==> src/rtl/mem_dump_tx_if.sv <==
// rtl/mem_dump_tx_if.sv - byte handshake between the dump serializer and the UART TX core
interface mem_dump_tx_if;
  logic [7:0] tx_data;
  logic       tx_start;
  logic       tx_done;

  modport master (output tx_data, output tx_start, input tx_done);
  modport slave  (input tx_data, input tx_start, output tx_done);
endinterface

==> src/rtl/mem_dump_tx.sv <==
// rtl/mem_dump_tx.sv - frames five snapshot words as header, 20 data bytes and XOR checksum for the UART
module mem_dump_tx #(
  parameter logic [7:0] HEADER = 8'hA5
) (
  input  logic        clk,
  input  logic        reset,
  input  logic        start,
  input  logic [31:0] memoria0,
  input  logic [31:0] memoria1,
  input  logic [31:0] memoria2,
  input  logic [31:0] memoria3,
  input  logic [31:0] memoria4,
  mem_dump_tx_if.master uart,
  output logic        busy,
  output logic        done
);

  localparam logic [1:0] IDLE   = 2'd0;
  localparam logic [1:0] SEND   = 2'd1;
  localparam logic [1:0] WAIT   = 2'd2;
  localparam logic [1:0] FINISH = 2'd3;

  localparam logic [4:0] LAST_DATA_IDX = 5'd20;
  localparam logic [4:0] CSUM_IDX      = 5'd21;

  logic [1:0]   state;
  logic [159:0] snapshot;
  logic [4:0]   idx;
  logic [7:0]   csum;
  logic [7:0]   data_q;

  logic [7:0]   data_bytes [20];
  logic [4:0]   next_idx;
  logic [4:0]   data_sel;
  logic [7:0]   next_byte;

  // Byte k of the snapshot (0..19) is word k/4, most significant byte first.
  always_comb begin
    for (int i = 0; i < 20; i++) begin
      data_bytes[i] = snapshot[159 - 8*i -: 8];
    end
  end

  // The checksum byte is selected only after SEND of byte 20 has folded it in.
  always_comb begin
    next_idx  = idx + 5'd1;
    data_sel  = next_idx - 5'd1;
    next_byte = csum;
    if (next_idx <= LAST_DATA_IDX) begin
      next_byte = data_bytes[data_sel];
    end
  end

  always_ff @(posedge clk or posedge reset) begin
    if (reset) begin
      state    <= IDLE;
      snapshot <= '0;
      idx      <= '0;
      csum     <= '0;
      data_q   <= '0;
    end else begin
      case (state)
        IDLE: begin
          if (start) begin
            snapshot <= {memoria0, memoria1, memoria2, memoria3, memoria4};
            idx      <= '0;
            csum     <= '0;
            data_q   <= HEADER;
            state    <= SEND;
          end
        end
        SEND: begin
          if (idx != 5'd0 && idx <= LAST_DATA_IDX) begin
            csum <= csum ^ data_q;
          end
          state <= WAIT;
        end
        WAIT: begin
          if (uart.tx_done) begin
            if (idx == CSUM_IDX) begin
              state <= FINISH;
            end else begin
              idx    <= next_idx;
              data_q <= next_byte;
              state  <= SEND;
            end
          end
        end
        FINISH: begin
          state <= IDLE;
        end
        default: begin
          state <= IDLE;
        end
      endcase
    end
  end

  assign uart.tx_data  = data_q;
  assign uart.tx_start = (state == SEND);
  assign busy          = (state != IDLE);
  assign done          = (state == FINISH);

endmodule

==> src/flat_wrapper.sv <==
// flat-port wrapper written by rule: the top's interface ports become plain ports
module mem_dump_tx_flat 
#(
  parameter logic [7:0] HEADER = 8'hA5
)
  (clk, reset, start, memoria0, memoria1, memoria2, memoria3, memoria4, busy, done, uart_tx_data, uart_tx_start, uart_tx_done);
  mem_dump_tx_if uart_i ();
  input  logic clk;
  input  logic reset;
  input  logic start;
  input  logic [31:0] memoria0;
  input  logic [31:0] memoria1;
  input  logic [31:0] memoria2;
  input  logic [31:0] memoria3;
  input  logic [31:0] memoria4;
  output logic busy;
  output logic done;
  output wire logic [$bits(uart_i.tx_data)-1:0] uart_tx_data;
  output wire logic [$bits(uart_i.tx_start)-1:0] uart_tx_start;
  input wire logic [$bits(uart_i.tx_done)-1:0] uart_tx_done;
  assign uart_tx_data = uart_i.tx_data;
  assign uart_tx_start = uart_i.tx_start;
  assign uart_i.tx_done = uart_tx_done;
  mem_dump_tx #(.HEADER(HEADER)) u_core (.clk(clk), .reset(reset), .start(start), .memoria0(memoria0), .memoria1(memoria1), .memoria2(memoria2), .memoria3(memoria3), .memoria4(memoria4), .uart(uart_i), .busy(busy), .done(done));
endmodule
==> config.mk <==
export PLATFORM = sky130hd
export DESIGN_NAME = mem_dump_tx_flat
export DESIGN_NICKNAME = d
export VERILOG_FILES = /design/src/rtl/mem_dump_tx_if.sv /design/src/rtl/mem_dump_tx.sv /design/src/flat_wrapper.sv
export SDC_FILE = /design/constraint.sdc
export NUM_CORES = 1
export LEC_CHECK = 0
export ABC_AREA = 1
export CAP_MARGIN = 5
export CELL_PAD_IN_SITES_DETAIL_PLACEMENT = 2
export CELL_PAD_IN_SITES_GLOBAL_PLACEMENT = 2
export CORE_MARGIN = 5
export CORE_UTILIZATION = 34
export CTS_BUF_LIST = sky130_fd_sc_hd__clkbuf_8
export DETAILED_ROUTE_END_ITERATION = 10
export DONT_BUFFER_PORTS = 1
export PLACE_DENSITY = 0.83
export SLEW_MARGIN = 10
export SYNTH_ARGS = -nofsm -noshare
export SYNTH_HDL_FRONTEND = slang
export SYNTH_SLANG_ARGS = --single-unit
==> constraint.sdc <==
create_clock -name clk -period 6.6 [get_ports clk]
set_input_delay 1.65 -clock clk [delete_from_list [all_inputs] [get_ports clk]]
set_output_delay 1.65 -clock clk [all_outputs]
set_load 0.05 [all_outputs]
# Word level (Yosys, flattened, before mapping)
# Cells that the tools add are included.
[totals]
register_bits = 183
in_bits = 164
out_inout_bits = 11
word_cells = 49
[op_classes]
addsub = 2
magnitude_cmp = 3
eq_ne = 8
n_mux = 19
n_bitwise = 2
n_reduce_logical = 10
[ops]
columns = ["operator", "n"]
rows = [
  ["8-bit two-way mux", 8],
  ["8-bit binary-select mux with 5-bit select", 1],
  ["8-bit case mux with 2 select lines", 2],
  ["5-bit two-way mux", 3],
  ["5-bit <= comparator (second input constant)", 2],
  ["5-bit case mux with 2 select lines", 1],
  ["2-bit case mux with 4 select lines", 1],
  ["8-bit bitwise XOR", 1],
  ["6-bit >= comparator (second input constant)", 1],
  ["2-bit two-way mux", 3],
  ["2-bit != test (second input constant)", 3],
  ["5-bit inverter with 6-bit output", 1],
  ["2-bit nonzero test", 3],
  ["5-bit by 1-bit adder with 5-bit output (second input constant)", 1],
  ["5-bit == test (second input constant)", 1],
  ["5-bit nonzero test", 1],
  ["5-bit by 1-bit subtractor with 5-bit output (second input constant)", 1],
  ["2-bit == test (second input constant)", 2],
  ["2-bit AND reduction", 2],
  ["4-bit AND reduction", 1],
  ["3-bit AND reduction", 1],
  ["2-bit by 1-bit == test with 1-bit output (second input constant)", 1],
  ["2-bit logical NOT", 1],
  ["2-bit by 1-bit != test with 1-bit output (second input constant)", 1],
  ["1-bit logical AND", 1],
]

# Longest topological paths before layout
[depth]
word_depth = 10
mapped_depth = 18
mapped_depth_nobuf = 15

# Least setup slack after synthesis
# OpenSTA, ideal clock, no wires.
[synth_path]
path_type = "register to output"
from = "register u_core.state[1]"
to = "output uart_tx_start"
arrival_time_ps = 1105
t_required_ps = 4950
path_slack_ps = 3845
stages_incl_launch_ff = 2
path_buffers = 0
path_cell_list = "dfrtp_1 > nor2_1"
[synth_between]
elab_chain_len = 1
[synth_lines]
columns = ["element", "line_no", "text"]
rows = [
  ["start: declaration", "mem_dump_tx.sv:26", "logic [1:0] state;"],
  ["start signal: assignment", "mem_dump_tx.sv:56", "state <= IDLE;"],
  ["start signal: assignment", "mem_dump_tx.sv:69", "state <= SEND;"],
  ["start signal: assignment", "mem_dump_tx.sv:76", "state <= WAIT;"],
  ["2-bit by 1-bit == test with 1-bit output", "mem_dump_tx.sv:100", "assign uart.tx_start = (state == SEND);"],
  ["end: declaration", "flat_wrapper.sv:19", "output wire logic [$bits(uart_i.tx_start)-1:0] uart_tx_start;"],
]
# No other way between the ends.

# Worst setup path after layout
# Ends and elaborated chain as after synthesis.

==> results.ini <==
[grt]
wire_length_of_the_first_global_routing_pass_um = 50100
antenna_violations_before_repair = 0
first_global_vias = 8683
track_usage_pct = 21.1
globalRouteOverflowTotal = 0
largest_net_degree_at_the_start_of_global_routing = 184

[yosys]
ys.warnings.count = 0
synthDistinctLibCells = 33
synth_simple_gate_area_share_pct = 30.2
async_flop_share_pct = 100
syn-instance-count = 1207
postSynth.topFlopCell = dfrtp_1
synth_nets = 1375
netlist_area_um2 = 9000
synth_xor_area_share_pct = 0
syn_area_per_cell_um2 = 7.46
synth_sequential_area_ratio_pct = 50.9
synth_seq_cells = 183
synth_compound_area_share_pct = 9.25
adder_cell_share_of_the_synthesized_area_pct = 0.556
yosys-mux-area-fraction_pct = 0
number_of_synthesized_flops_with_an_enable_pin = 0
synth_top_family_by_area = simple AND/OR/NAND/NOR gates

[die]
coreArea_um2 = 26100
core.rowCount = 59
die_height_um = 173
die-width_um = 173
ios = 175
die_ar_um2 = 29800
initial_core_util_pct = 34.6

[sta]
fin_worst_skew_ns = 0.0175
final_count_of_hold_timing_violations = 0
max_freq_mhz = 299
setup_viol = 0
aggregate_negative_setup_slack_ns = 0
final.setup.worst_slack_ns = 3.26
post-route-min-period_ns = 3.34
relSlewSlack_pct = 27.1
drv_slew = 0
grt_setup_unrepaired = no
period_share_pct = 50.7
tightestPinTransition_ns = 1.09
hold_slack_ns = 0.493

[flow_run]
cap_viol_max_count = 0

[place]
dp_slack_ns = 3.38
placed_cells = 1486
placedInstanceArea_um2 = 9160
numPortBuffers = 0
gp_routability_congestion = 0.820
place_hpwl_um = 22700

[cts]
tritoncts.num_buffers = 17
clock_tree.root_cell = clkbuf_8
clock_sink_count = 183
cts.reportedPaths.clkPinSlew_ns = 0.11
cts_setup_buffers = 0
post_cts_sizing_count = 0
clk_latency_ns = 0.47
clk_path_buf_depth = 2
holdBufCountCts = 0
clock_tree.htree_level_count = 4
cts_tree = built

[final_layout]
nNetsFinal = 1338
area_delta_synth_final_pct = 6.56
final_layout_size_suffix_gt1_share_pct = 5.07
finish.utilization_pct = 36.8
antenna_diode_instance_count = 0
most_common_cell_after_layout_fill_and_taps_aside = nand2_1
stdcell_area_um2 = 9600
mostFrequentLayoutCells = nand2_1, dfrtp_1, o21ai_0
post_layout_nonfiller_instances = 1518

[drt]
detail-route-antenna-nets = 0
route.detailed.wl_per_inst_um = 20.9
drc = 0
postRouteWirelength_um = 31800
drt_pass1_iterations = 5
drt_first_iter_violations = 419
count_of_vias_placed_by_the_detailed_router = 7798
drt-vias-per-instance = 5.14

[power]
portion_of_total_power_attributed_to_the_clock_network_pct = 17.0
cell_internal_pwr_mw = 2.64
report.power.total_mw = 5.04
sequential_power_share_pct = 38.7
vdd_ir_drop_max_v = 0.000248
cellPowerDensity_nw_per_um2 = 525
leakage_nw = 4.94
power.switching_fraction_pct = 47.6
comb_power_share_pct = 44.3
total_switching_power_mw = 2.40

[setup_path]
timing.critical_path.from_type = flop
worst_setup_path_end_kind = output port
worst_path_largest_cell_delay_ns = 0.81
critPathRequiredTime_ns = 4.95
worst_setup_path_type = flop to output port
largest_delay_share_family_worst_path = simple AND/OR/NAND/NOR gates
worstPathCellList = nor2_1
arrival_ns = 1.69
worst_path_max_delay_cell = nor2_1
timing.critical_path.fanout_max = 4
worst-path-buf-inv = 0

[status]
status = complete, no violations

[hold_path]
worst_hold_path_type = flop to flop

synthesized netlist by cell type, types with 2 or more instances:
cell | number | area, um2
ha_1 | 4 | 50.1
o2111ai_1 | 3 | 26.3
buf_4 | 8 | 60.1
nor3_1 | 8 | 40.0
clkbuf_1 | 19 | 71.3
nand2_2 | 6 | 37.5
o21ai_0 | 121 | 606
nand3b_1 | 6 | 45.0
nand2_1 | 557 | 2090
dfrtp_1 | 183 | 4580
nor3b_1 | 8 | 60.1
buf_2 | 28 | 140
o21ai_1 | 6 | 30.0
nand3_1 | 39 | 195
nor2_4 | 3 | 33.8
nand4_1 | 6 | 37.5
inv_2 | 5 | 18.8
nor2_1 | 37 | 139
buf_6 | 5 | 56.3
o211ai_1 | 2 | 15.0
o22ai_1 | 12 | 75.1
a21oi_1 | 13 | 65.1
inv_1 | 118 | 443
power by group through the flow:
stage | clock [mW] | combinational, mW | sequential, mW
4_1_cts | 0.878 | 2.27 | 1.96
3_3_place_gp | 0 | 2.15 | 1.95
3_5_place_dp | 0 | 2.24 | 1.98
5_1_grt | 0.928 | 2.53 | 2.00
2_1_floorplan | 0 | 1.63 | 1.86
6_report | 0.855 | 2.23 | 1.95
kinds of logic (layout without fill, tap and decap cells):
logic type | Yosys count | after routing
flops | 183 | 183
buf+inv | 188 | 164
fa+ha+maj | 4 | 4
simple gates | 673 | 673
compound gates | 159 | 159
sequential cells by signal (all words and copies together) (netlist names):
| register | count |
|---|---|
| u_core.data_bytes | 160 |
| u_core.csum | 8 |
| u_core.uart.tx_data | 8 |
| u_core.idx | 5 |
| u_core.state | 2 |
layout make-up:
cell class | count | area, um2
clock buffer | 18 | 248
clock inverter | 14 | 185
fill | 3081 | 16500
inverter | 126 | 489
multi-input combinational | 836 | 3600
sequential | 183 | 4580
tap | 335 | 419
timing repair buffer | 6 | 70.1
final timing paths:
check	to	cells after the start	slack (ns)	from
setup reg to reg	u_core.uart.tx_data[5]$_DFFE_PP0P_	13	3.52	u_core.idx[1]$_DFFE_PP0P_
setup / recovery	uart_tx_start	1	3.26	u_core.state[1]$_DFFE_PP0P_
max in group asynchronous	u_core.data_bytes[6]$_DFFE_PP0P_	2	4.43	reset
min in group asynchronous	u_core.data_bytes[112]$_DFFE_PP0P_	2	1.32	reset
hold / removal	u_core.data_bytes[6]$_DFFE_PP0P_	2	0.49	u_core.data_bytes[6]$_DFFE_PP0P_
hold reg to reg	u_core.data_bytes[6]$_DFFE_PP0P_	2	0.49	u_core.data_bytes[6]$_DFFE_PP0P_
per-layer routing:
metal | part of all wire, % | vias to the layer above | global-route usage (%)
met5 | 0 | - | 0
met4 | 1.4 | 0 | 4.55
met3 | 4.6 | 24 | 4.34
met2 | 49 | 173 | 36.1
met1 | 45 | 3955 | 27.8
li1 | - | 3646 | -
(Power assumes the default switching activity.)
